--- src/rtl/pid_pkg.sv ---
// Shared types and defaults for the I-PD controller output path.
// Holds the PWM stage FSM encoding and the duty saturation bounds.
package pid_pkg;

    localparam int SIZE_DEF     = 19;
    localparam int PWM_BITS_DEF = 10;
    localparam int SHIFT_DEF    = 8;

    localparam logic [1:0] S_IDLE = 2'd0;
    localparam logic [1:0] S_RUN  = 2'd1;
    localparam logic [1:0] S_STOP = 2'd2;

    typedef enum logic [1:0] {
        IDLE = S_IDLE,
        RUN  = S_RUN,
        STOP = S_STOP
    } pwm_state_e;

    // Largest duty a PWM_BITS-wide counter can express.
    function automatic int sat_max(input int bits);
        return (1 << bits) - 1;
    endfunction

    localparam int SAT_MIN     = 0;
    localparam int SAT_MAX_DEF = sat_max(PWM_BITS_DEF);

endpackage

--- src/rtl/pwm_saturator.sv ---
// Scales the signed controller output by an arithmetic shift and clips it to the duty range.
// Purely combinational, zero latency; no flow control.
// Negative values clip to 0 (o_lo), values above the counter range clip to all-ones (o_hi).
module pwm_saturator
    import pid_pkg::*;
#(
    parameter int SIZE     = SIZE_DEF,
    parameter int SHIFT    = SHIFT_DEF,
    parameter int PWM_BITS = PWM_BITS_DEF
) (
    input  logic signed [SIZE-1:0]     i_pidk,
    output logic        [PWM_BITS-1:0] o_value,
    output logic                       o_hi,
    output logic                       o_lo
);

    localparam int LIM_I = sat_max(PWM_BITS);

    logic signed [SIZE-1:0] w_v;
    logic signed [SIZE-1:0] w_lim;
    logic                   w_lo;
    logic                   w_hi;

    assign w_v   = i_pidk >>> SHIFT;
    assign w_lim = SIZE'(LIM_I);
    assign w_lo  = w_v[SIZE-1];
    assign w_hi  = !w_lo && (w_v > w_lim);

    always_comb begin
        o_value = w_v[PWM_BITS-1:0];
        if (w_lo) begin
            o_value = '0;
        end else if (w_hi) begin
            o_value = '1;
        end
    end

    assign o_hi = w_hi;
    assign o_lo = w_lo;

endmodule

--- src/rtl/pwm_out_stage.sv ---
// Edge-aligned PWM output stage with boundary-shadowed duty and controller sample strobe EN.
// Latency: pwm lags the counter by one clk; a new pidk reaches pwm at the next period boundary.
// No backpressure: free-running while busy; optional complementary output under PWM_DEADTIME_EN.
module pwm_out_stage
    import pid_pkg::*;
#(
    parameter int SIZE           = SIZE_DEF,
    parameter int PWM_BITS       = PWM_BITS_DEF,
    parameter int SHIFT          = SHIFT_DEF,
    parameter int DIV            = 4,
    parameter int SAMPLE_PERIODS = 2
`ifdef PWM_DEADTIME_EN
    ,
    parameter int DEAD           = 2
`endif
) (
    input  logic                       clk,
    input  logic                       rst,
    input  logic                       run,
    input  logic signed [SIZE-1:0]     pidk,
    output logic                       EN,
    output logic                       pwm,
    output logic        [PWM_BITS-1:0] duty,
    output logic                       sat_hi,
    output logic                       sat_lo,
    output logic                       busy
`ifdef PWM_DEADTIME_EN
    ,
    output logic                       pwm_n
`endif
);

    localparam int PRE_W = (DIV > 1) ? $clog2(DIV) : 1;
    localparam int PER_W = (SAMPLE_PERIODS > 1) ? $clog2(SAMPLE_PERIODS) : 1;
    localparam logic [PRE_W-1:0] PRE_LAST = PRE_W'(DIV - 1);
    localparam logic [PER_W-1:0] PER_LAST = PER_W'(SAMPLE_PERIODS - 1);

    pwm_state_e          r_state;
    logic [PRE_W-1:0]    r_pre;
    logic [PWM_BITS-1:0] r_cnt;
    logic [PER_W-1:0]    r_per;
    logic [PWM_BITS-1:0] r_duty;
    logic                r_sat_hi;
    logic                r_sat_lo;
    logic                r_pwm;
    logic                r_en;

    logic [PWM_BITS-1:0] w_sat_value;
    logic                w_sat_hi;
    logic                w_sat_lo;
    logic                w_tick;
    logic                w_period_end;
    logic                w_to_idle;
    logic                w_drive;
    logic                w_pwm_on;

    pwm_saturator #(
        .SIZE     (SIZE),
        .SHIFT    (SHIFT),
        .PWM_BITS (PWM_BITS)
    ) u_sat (
        .i_pidk  (pidk),
        .o_value (w_sat_value),
        .o_hi    (w_sat_hi),
        .o_lo    (w_sat_lo)
    );

    assign w_tick       = (r_state != IDLE) && (r_pre == PRE_LAST);
    assign w_period_end = w_tick && (r_cnt == '1);
    assign w_to_idle    = (r_state == STOP) && w_period_end && !run;
    // Leaving STOP forces the outputs low on the same edge the counters clear.
    assign w_drive      = (r_state != IDLE) && !w_to_idle;

    always_ff @(posedge clk or negedge rst) begin
        if (!rst) begin
            r_pre <= '0;
            r_cnt <= '0;
        end else if ((r_state == IDLE) || w_to_idle) begin
            r_pre <= '0;
            r_cnt <= '0;
        end else if (w_tick) begin
            r_pre <= '0;
            r_cnt <= r_cnt + 1'b1;
        end else begin
            r_pre <= r_pre + 1'b1;
        end
    end

    always_ff @(posedge clk or negedge rst) begin
        if (!rst) begin
            r_state  <= IDLE;
            r_per    <= '0;
            r_duty   <= '0;
            r_sat_hi <= 1'b0;
            r_sat_lo <= 1'b0;
            r_en     <= 1'b0;
        end else begin
            r_en <= (r_state == RUN) && w_period_end && (r_per == PER_LAST);
            case (r_state)
                IDLE: begin
                    if (run) begin
                        r_state  <= RUN;
                        r_duty   <= w_sat_value;
                        r_sat_hi <= w_sat_hi;
                        r_sat_lo <= w_sat_lo;
                    end
                end
                RUN: begin
                    if (w_period_end) begin
                        r_duty   <= w_sat_value;
                        r_sat_hi <= w_sat_hi;
                        r_sat_lo <= w_sat_lo;
                        r_per    <= (r_per == PER_LAST) ? '0 : r_per + 1'b1;
                    end
                    if (!run) begin
                        r_state <= STOP;
                    end
                end
                STOP: begin
                    // The sample phase is frozen while draining so EN stays quiet.
                    if (w_period_end) begin
                        if (run) begin
                            r_state  <= RUN;
                            r_duty   <= w_sat_value;
                            r_sat_hi <= w_sat_hi;
                            r_sat_lo <= w_sat_lo;
                        end else begin
                            r_state  <= IDLE;
                            r_per    <= '0;
                            r_sat_hi <= 1'b0;
                            r_sat_lo <= 1'b0;
                        end
                    end
                end
                default: r_state <= IDLE;
            endcase
        end
    end

`ifdef PWM_DEADTIME_EN
    localparam logic [PWM_BITS:0] DEAD_C = (PWM_BITS + 1)'(DEAD);

    logic w_pwm_n_on;
    logic r_pwm_n;

    assign w_pwm_on   = ({1'b0, r_cnt} >= DEAD_C) && (r_cnt < r_duty);
    assign w_pwm_n_on = {1'b0, r_cnt} >= ({1'b0, r_duty} + DEAD_C);

    always_ff @(posedge clk or negedge rst) begin
        if (!rst) begin
            r_pwm_n <= 1'b0;
        end else begin
            r_pwm_n <= w_drive && w_pwm_n_on;
        end
    end

    assign pwm_n = r_pwm_n;
`else
    assign w_pwm_on = r_cnt < r_duty;
`endif

    always_ff @(posedge clk or negedge rst) begin
        if (!rst) begin
            r_pwm <= 1'b0;
        end else begin
            r_pwm <= w_drive && w_pwm_on;
        end
    end

    assign EN     = r_en;
    assign pwm    = r_pwm;
    assign duty   = r_duty;
    assign sat_hi = r_sat_hi;
    assign sat_lo = r_sat_lo;
    assign busy   = (r_state != IDLE);

endmodule

--- config.mk ---
export PLATFORM = sky130hd
export DESIGN_NAME = pwm_out_stage
export DESIGN_NICKNAME = d
export VERILOG_FILES = /design/src/rtl/pid_pkg.sv /design/src/rtl/pwm_saturator.sv /design/src/rtl/pwm_out_stage.sv
export SDC_FILE = /design/constraint.sdc
export NUM_CORES = 1
export LEC_CHECK = 0
export ABC_AREA = 1
export CORE_ASPECT_RATIO = 1.5
export CORE_MARGIN = 2
export CORE_UTILIZATION = 50
export CTS_BUF_LIST = sky130_fd_sc_hd__clkbuf_16
export DETAILED_ROUTE_END_ITERATION = 10
export GPL_ROUTABILITY_DRIVEN = 0
export PLACE_DENSITY = 0.79
export SYNTH_ARGS = -nofsm -noshare
export SYNTH_HDL_FRONTEND = slang
export SYNTH_HIERARCHICAL = 1
export SYNTH_SLANG_ARGS = --single-unit
--- constraint.sdc ---
create_clock -name clk -period 3.2 [get_ports clk]
set_input_delay 0.48 -clock clk [delete_from_list [all_inputs] [get_ports clk]]
set_output_delay 0.48 -clock clk [all_outputs]
set_load 0.02 [all_outputs]
---- After elaboration in Yosys (flattened, before gate mapping) ----
Index checks and enable logic that the tools add are counted.
storage, ports and cells
  register bits ........................... 29
  bits of input ports ..................... 22
  output and inout bits ................... 15
  word-level logic and storage cells ...... 75
operators by class
  $add $sub $neg .......................... 3
  magnitude comparators ................... 2
  equality and inequality tests ........... 9
  muxes and demuxes ....................... 30
  reduce and logical (&&, ||, !) cells .... 22
operator list
  cell                     count
  $mux W10                 7
  $pmux W10 S3             1
  $mux W1                  13
  $gt A11 B11 Y1 const B   1
  $add A10 B1 Y10 const B  1
  $eq A10 B10 Y1 const B   1
  $lt A10 B10 Y1           1
  $mux W2                  5
  $ne A2 B2 Y1 const B     5
  $logic_and A1 B1 Y1      9
  $reduce_and A4 Y1        2
  $pmux W1 S3              2
  $pmux W2 S3              1
  $reduce_and A3 Y1        2
  $reduce_bool A2 Y1       3
  $eq A2 B2 Y1 const B     2
  $logic_not A1 Y1         3
  $reduce_bool A3 Y1       1
  $add A2 B1 Y2 const B    1
  $eq A2 B1 Y1 const B     1
  $logic_not A2 Y1         1
  $pmux W1 S2              1
  $add A1 B1 Y1 const B    1
  $logic_or A1 B1 Y1       1

---- Depth between registers and ports, before layout ----
Gate-level depths: netlist (run 1).
  depth in word-level cells ............... 8
  gate-level depth with buffers ........... 9
  mapped depth without buffers ............ 9

---- By module ----
Netlist (run 1), hierarchy kept.
modules (own cells, without submodules)
  module         instances  cells each  area each (um^2)  sequential area each (um^2)
  pwm_out_stage  1          198         1625.3            725.7
  pwm_saturator  1          24          105.1             0.0

---- Worst setup path after synthesis (run 1) ----
OpenSTA, ideal clock, no wires.
  path kind ............................... reg2reg
  start ................................... register r_cnt[1]
  end ..................................... register r_sat_hi (netlist: sat_hi)
  setup time .............................. 0.117 ns
  arrival ................................. 1.262 ns
  data required time ...................... 3.083 ns
  slack ................................... 1.821 ns
  stages on the path, launching flop included .. 9
  path buffers ............................ 0
  clock period less this slack ............ 1.379 ns
  cells stage by stage .................... dfrtp_1 > ha_1 > nand3_1 > nor2_2 > nand3_1 > nand2_1 > nand3_1 > nand2_1 > nand2_1
on the way
  longest elaborated chain between the ends .. 4
  elaborated cells between the ends (all ways) .. 5
  those cells by class .................... eq/ne: 3; reduce/logical: 2
ends and longest elaborated chain
  what                                  RTL line              text
  start: declaration                    pwm_out_stage.sv:40   logic [PWM_BITS-1:0] r_cnt;
  start signal: assignment              pwm_out_stage.sv:83   r_cnt <= r_cnt + 1'b1;
  $eq A10 B10 Y1 *                      pwm_out_stage.sv:69   assign w_period_end = w_tick && (r_cnt == '1);
  $logic_and A1 B1 Y1 *                 pwm_out_stage.sv:69
  $ne A2 B2 Y1 (no source line)         n/a
  $reduce_and A4 Y1 (no source line) *  n/a
  end signal: assignment                pwm_out_stage.sv:104  r_sat_hi <= w_sat_hi;
  end signal: assignment                pwm_out_stage.sv:111  r_sat_hi <= w_sat_hi;
  end signal: assignment                pwm_out_stage.sv:125  r_sat_hi <= w_sat_hi;
  end: declaration                      pwm_out_stage.sv:43   logic r_sat_hi;
Every way passes the cells marked *; elsewhere a longest branch is shown, timed or not.
A chain may end at the register's enable or synchronous reset.

---- Worst setup path after layout (run 1) ----
  start ................................... register r_state[1]
  end ..................................... output port busy
on the way
  longest elaborated chain between the ends .. 1
ends and longest elaborated chain
  what                      RTL line              text
  start: declaration        pwm_out_stage.sv:38   pwm_state_e r_state;
  start signal: assignment  pwm_out_stage.sv:91   r_state <= IDLE;
  start signal: assignment  pwm_out_stage.sv:102  r_state <= RUN;
  start signal: assignment  pwm_out_stage.sv:116  r_state <= STOP;
  $reduce_bool A2 Y1        pwm_out_stage.sv:175  assign busy = (r_state != IDLE);
  end: declaration          pwm_out_stage.sv:26   output logic busy
Every way passes these cells.

==> results of run 1 <==
-- sequential cells by signal (all words and copies together), names as in the netlist --
register / count
r_per: 1
EN: 1
duty: 10
sat_hi: 1
r_pre: 2
sat_lo: 1
pwm: 1
r_cnt: 10
r_state: 2
-- cell usage after synthesis (2+ instances only) --
cell type / number
a21boi_0: 3
a21oi_1: 9
buf_4: 2
buf_6: 4
dfrtp_1: 29
ha_1: 11
inv_1: 33
nand2_1: 49
nand2_2: 3
nand3_1: 18
nand4_1: 2
nor2_1: 32
nor3_1: 6
o21ai_0: 4
o21ai_2: 2
xor2_1: 4
-- worst reg2reg max path: stages, from the launching register on --
cell and delay [ns]:
dfrtp_1 0.39, ha_1 0.19, nand3_1 0.15, nor2_4 0.17
nand3_1 0.09, o21ai_2 0.21, nand2_2 0.25, nand2_1 0.12
nand2_1 0.05
-- power by group through the flow --
stage                     logic (uW)  clock network, uW  registers, uW
after floorplan                  375                  0            623
after global placement           661                  0            557
after detailed placement         677                  0            561
after CTS                        681                429            557
after global routing             752                443            571
final                            673                422            556
-- through the flow --
step                instances  utilization [%]
floorplan                 222                -
global placement          287             60.1
detailed placement        287             60.1
CTS                       295             64.2
global route              295             64.2
finish                    295             64.2
-- per-layer routing --
| metal | track usage [%] | share of wire [%] | vias to the layer above | wire length (um) |
|---|---|---|---|---|
| met5 | 0 | 0 | - | 0 |
| met4 | 10.5 | 1.9 | 0 | 70 |
| met3 | 3.92 | 2.6 | 7 | 95 |
| met2 | 37.6 | 55 | 31 | 2000 |
| met1 | 23.8 | 40 | 715 | 1470 |
| li1 | - | - | 754 | - |
-- worst min path at each step --
stage / startpoint / endpoint / slack [ns] / cells past startpoint
finish: sat_hi / sat_hi / 0.47 / 2
global route: r_pre[0] / r_pre[0] / 0.49 / 1
CTS: sat_hi / sat_hi / 0.47 / 2
detailed placement: sat_hi / sat_hi / 0.46 / 2
global placement: r_pre[0] / r_pre[0] / 0.44 / 1
floorplan: rst / EN / 0.18 / 0
-- cell type report --
class / count / area [um^2]
Clock buffer: 5 / 125
Inverter: 34 / 128
Clock inverter: 3 / 11.3
Fill cell: 302 / 1200
Tap cell: 42 / 52.6
Timing Repair Buffer: 30 / 295
Multi-Input combinational cell: 152 / 812
Sequential cell: 29 / 726
-- kinds of logic (layout without fill, tap and decap cells) --
| group | Yosys count | after routing | synth area share, % |
|---|---|---|---|
| AND/OR/NAND/NOR | 114 | 114 | 28.3 |
| buffers and inverters | 41 | 72 | 11.1 |
| flip-flops | 29 | 29 | 41.9 |
| AO/OA/AOI/OAI | 21 | 21 | 7.88 |
| adder cells (fa/ha/maj) | 11 | 11 | 7.95 |
| XOR/XNOR | 5 | 5 | 2.53 |
| other | 1 | 1 | 0.217 |
==> summary.md, run 1 <==
| Metric | Value |
|---|---|
| Status | completed |
| # hold bufs at CTS | 0 |
| Total GRT Usage | 21.5% |
| Post-DP Area | 2010 um^2 |
| Post-synth EDFFs | 0 |
| Top-area cell type share of the netlist area | 41.9% |
| Die W | 52.0 um |
| Post-Syn Area | 1730 um^2 |
| Critical Path AT | 1.62 ns |
| Via count | 1507 |
| Top delay family on crit path | buffers and inverters |
| Worst-skew pair later-pin latency | 0.27 ns |
| CORE AREA | 3350 um^2 |
| NetSw | 632 uW |
| Reg-to-reg critical path endpoint | duty[5] |
| Period utilization | 65.6% |
| Pin count of the biggest net entering global routing | 30 |
| Layout overhead on the synthesized area | 24.2% |
| R2R depth | 8 |
| Starting DRT DRC Count | 43 |
| Die ar. | 3960 um^2 |
| Switching share of power | 38.3% |
| Fmax | 476 MHz |
| Commonest non-fill, non-tap cell in the layout | nand2_1 |
| WL/cell | 12.3 um |
| Mean area per synthesized cell | 7.79 um^2 |
| #FFs+latches synth | 29 |
| TritonCTS buffer count | 5 |
| Post-Syn Instances | 222 |
| Worst Tran Pin Value | 0.577 ns |
| Share of layout cells above drive strength 1 | 6.72% |
| Post-route cell area | 2150 um^2 |
| RSZ-0062 raised after global routing | false |
| Post-CTS Setup Repair Bufs | 0 |
| Clk sink count | 29 |
| Critical Path Max Stage Delay | 0.60 ns |
| Sequential cell fraction of total power | 33.7% |
| Gate power share | 40.8% |
| TNS Setup | 0 ns |
| Global-route wire length before repair | 6.50 mm |
| Pre-CTS setup slack | 1.21 ns |
| Diode count | 0 |
| DR pass1 iterations | 4 |
| Critical path class | flop to output port |
| # nets final | 285 |
| Chip Height | 76.1 um |
| CTS tree | built |
| Internal power | 1020 uW |
| Worst Skew | 0.00413 ns |
| Minimum clock period | 2.10 ns |
| Seq/Total Area, Yosys | 41.9% |
| Peak supply drop | 0.673 mV |
| Cell count along the critical path | 3 |
| Synth Flop Type | dfrtp_1 |
| Final WL | 3.64 mm |
| HPWL Detailed | 2.73 mm |
| Port buffer count | 28 |
| Worst-path maximum fanout | 9 |
| Clock Tree Buf Depth | 2 |
| Remaining DRCs | 0 |
| H-tree Lvls | 2 |
| Vias per inst | 5.11 |
| Buf+Inv Stages, Crit Path | 2 |
| DRT antenna net count | 0 |
| Worst reg2reg setup slack | 1.47 ns |
| Reg2reg start | r_cnt[1] |
| Row count | 26 |
| Clk pwr share | 25.5% |
| Synth Net Count | 255 |
| # Max-Cap Violations | 0 |
| Number of gates resized after CTS | 0 |
| Final Hold Slack | 0.467 ns |
| Reg clk slew, reported paths | 0.05 ns |
| CP Launch Point | r_state[1] |
| Pleak | 0.00109 uW |
| Worst Setup Start Kind | flop |
| Pwr Density | 768 nW/um^2 |
| Synth area leader | dfrtp_1 |
| Yosys warns | 6 |
| Final-report setup violation count | 0 |
| Distinct cells, synth | 27 |
| Critical Path Sink | busy |
| Worst path cell trace | nor2_1 -> inv_1 -> clkdlybuf4s50_1 |
| I/O pins | 37 |
| Hold Fails Final Rpt | 0 |
| Fin. max-slew vios | 0 |
| CP max stage cell | clkdlybuf4s50_1 |
| Worst min-delay path category | flop to flop |
| Root buf cell | clkbuf_16 |
| Req. time, crit path | 2.72 ns |
| Most frequent cells in the layout | 49 x nand2_1, 36 x inv_1, 32 x nor2_1, 29 x dfrtp_1, 28 x clkdlybuf4s50_1 |
| Ranking of synthesized cells by area | dfrtp_1 42%, nand2_1 11%, ha_1 8.0%, inv_1 7.2%, nor2_1 6.9% |
| Worst setup margin | 1.10 ns |
| Total power | 1650 uW |
| Initial antenna violation count | 0 |
| GRT Residual Overflow | 0 |
| Post-synth ARST share | 100% |
| Vias in the first global route | 1534 |
| CP endpoint kind | output port |
| Initial Util | 51.6% |
| Slew headroom | 61.6% |
No activity file was read; power rests on OpenSTA's default activity.
==> inputs of run 2 (changes only) <==
CORE_UTILIZATION = 46   (was 50)
PLACE_DENSITY = 0.76   (was 0.79)
clock period = 1.8 ns   (was 3.2 ns; I/O delays follow)
==> summary.md, run 2 (synthesized netlist as in run 1, its figures left out) <==
| Metric | Value |
|---|---|
| Status | completed (unchanged) |
| Minimum clock period | 1.58 ns |
| I/O pins | 37 (unchanged) |
| Pwr Density | 1360 nW/um^2 (was 768 nW/um^2) |
| Most frequent cells in the layout | 49 x nand2_1, 34 x inv_1, 32 x nor2_1, 27 x dfrtp_1, 27 x clkdlybuf4s50_1 (was 49 x nand2_1, 36 x inv_1, 32 x nor2_1, 29 x dfrtp_1, 28 x clkdlybuf4s50_1) |
| Remaining DRCs | 0 (unchanged) |
| Fin util | 59.6% (was 64.2%) |
| Uppermost layer routed | met4 (unchanged) |
| Worst-skew pair later-pin latency | 0.27 ns (about the same) |
| Metal1 wirelength | 1.38 mm (was 1.47 mm) |
| Pin count of the biggest net entering global routing | 30 (unchanged) |
| Clk sink count | 29 (unchanged) |
| HPWL Detailed | 2.65 mm (was 2.73 mm) |
| Via count | 1487 (was 1507) |
| Worst min-delay path category | primary input to asynchronous set/reset pin (was flop to flop) |
| Non-filler cells, final | 298 (was 295) |
| Die W | 54.1 um (was 52.0 um) |
| Share of layout cells above drive strength 1 | 8.63% (was 6.72%) |
| Top delay family on crit path | simple AND/OR/NAND/NOR gates (was buffers and inverters) |
| CP max stage cell | dfrtp_1 (was clkdlybuf4s50_1) |
| Met3 WL post-DR | 83 um (was 95 um) |
| TritonCTS buffer count | 5 (unchanged) |
| Clock Tree Buf Depth | 2 (unchanged) |
| Worst path cell trace | ha_1 -> nand3_1 -> nor2_4 -> nand3_1 -> nand2_1 -> nand3_1 -> nand2_1 -> nand2_1 (was nor2_1 -> inv_1 -> clkdlybuf4s50_1) |
| Diode count | 0 (unchanged) |
| Fmax | 634 MHz |
| Die ar. | 4280 um^2 (was 3960 um^2) |
| Reg clk slew, reported paths | 0.04 ns (was 0.05 ns) |
| Worst Skew | 0.00245 ns (was 0.00413 ns) |
| H-tree Lvls | 2 (unchanged) |
| Routed wl met2 | 1.90 mm (was 2.00 mm) |
| Initial antenna violation count | 0 (unchanged) |
| Period utilization | 87.7% |
| Final-report setup violation count | 0 (unchanged) |
| TNS Setup | 0 ns (unchanged) |
| Peak supply drop | 1.06 mV (was 0.673 mV) |
| Initial Util | 47.4% (was 51.6%) |
| Critical Path AT | 1.74 ns (was 1.62 ns) |
| Critical Path Max Stage Delay | 0.39 ns (was 0.60 ns) |
| Post-route cell area | 2180 um^2 (was 2150 um^2) |
| Post-CTS Setup Repair Bufs | 0 (unchanged) |
| Layout overhead on the synthesized area | 25.7% (was 24.2%) |
| Post-DP Area | 2040 um^2 (was 2010 um^2) |
| Global-route wire length before repair | 6.29 mm (was 6.50 mm) |
| RSZ-0062 raised after global routing | false (unchanged) |
| Req. time, crit path | 1.96 ns (was 2.72 ns) |
| # hold bufs at CTS | 0 (unchanged) |
| Row count | 27 (was 26) |
| # Max-Cap Violations | 0 (unchanged) |
| Vias per inst | 4.99 (was 5.11) |
| Worst-path maximum fanout | 5 (was 9) |
| Critical path class | flop to flop (was flop to output port) |
| Final Hold Slack | 0.388 ns (was 0.467 ns) |
| Final WL | 3.49 mm (was 3.64 mm) |
| Fin. max-slew vios | 0 (unchanged) |
| WL/cell | 11.7 um (was 12.3 um) |
| Hold Fails Final Rpt | 0 (unchanged) |
| DR pass1 iterations | 4 (unchanged) |
| Pleak | 0.00110 uW (was 0.00109 uW) |
| Cells after DPL | 291 (was 287) |
| Buf+Inv Stages, Crit Path | 0 (was 2) |
| CORE AREA | 3650 um^2 (was 3350 um^2) |
| # nets final | 288 (was 285) |
| Port buffer count | 28 (unchanged) |
| Commonest non-fill, non-tap cell in the layout | nand2_1 (unchanged) |
| CP endpoint kind | flop (was output port) |
| Root buf cell | clkbuf_16 (unchanged) |
| Vias in the first global route | 1502 (was 1534) |
| CTS tree | built (unchanged) |
| Chip Height | 79.1 um (was 76.1 um) |
| Worst Setup Start Kind | flop (unchanged) |
| GRT Residual Overflow | 0 (unchanged) |
| Total GRT Usage | 20.2% (was 21.5%) |
| Starting DRT DRC Count | 27 (was 43) |
| DRT antenna net count | 0 (unchanged) |
run 2: changes by cell type in the layout (fill, tap and decap cells not counted):
cell / delta
dfrtp_1: -2
buf_4: +3
dlygate4sd2_1: +1
nor2_2: -1
clkdlybuf4s50_1: -1
nor2_4: +1
inv_1: -2
dfrtp_2: +2
clkinv_1: +1
run 2: per-stage QoR:
stage / total power (uW) / worst slack, ns
CTS: 3000 / 0.159
finish: 2960 / 0.222
detailed placement: 2230 / 0.185
floorplan: 1770 / 0.421
global placement: 2210 / 0.223
global route: 3190 / 0.0109
run 2: layout make-up:
cell class | count | area [um^2]
Timing Repair Buffer | 33 | 317
Fill cell | 328 | 1470
Clock inverter | 2 | 7.51
Clock buffer | 5 | 125
Tap cell | 43 | 53.8
Sequential cell | 29 | 728
Inverter | 34 | 128
Multi-Input combinational cell | 152 | 817
run 2: timing repair:
item                                   in CTS  in global routing
gates resized for setup                     3                  1
endpoints found under the hold margin       0                  0
pin swaps                                   0                  0
setup endpoints to repair                   1                  2
run 2: worst paths after layout:
path | startpoint | end | slack (ns) | cells after the start
hold / removal | rst | duty[1] | 0.39 | 2
hold reg to reg | r_pre[0] | r_pre[0] | 0.46 | 1
setup / recovery | r_cnt[1] | sat_hi | 0.22 | 8
min in group clk | r_pre[0] | r_pre[0] | 0.46 | 1
max in group asynchronous | rst | r_state[1] | 1.12 | 2
setup reg to reg | r_cnt[1] | sat_hi | 0.22 | 8
run 2: metal layers:
layer | vias up | GRT usage (%)
met5 | - | 0
met4 | 0 | 10.3
met3 | 13 | 4.51
met2 | 22 | 35.4
met1 | 693 | 21.6
li1 | 759 | -
run 2: power breakdown:
group	internal [uW]	total, uW	switching (uW)
clock network	491	750	259
logic	512	1230	714
registers	833	988	155
total	1840	2960	1130
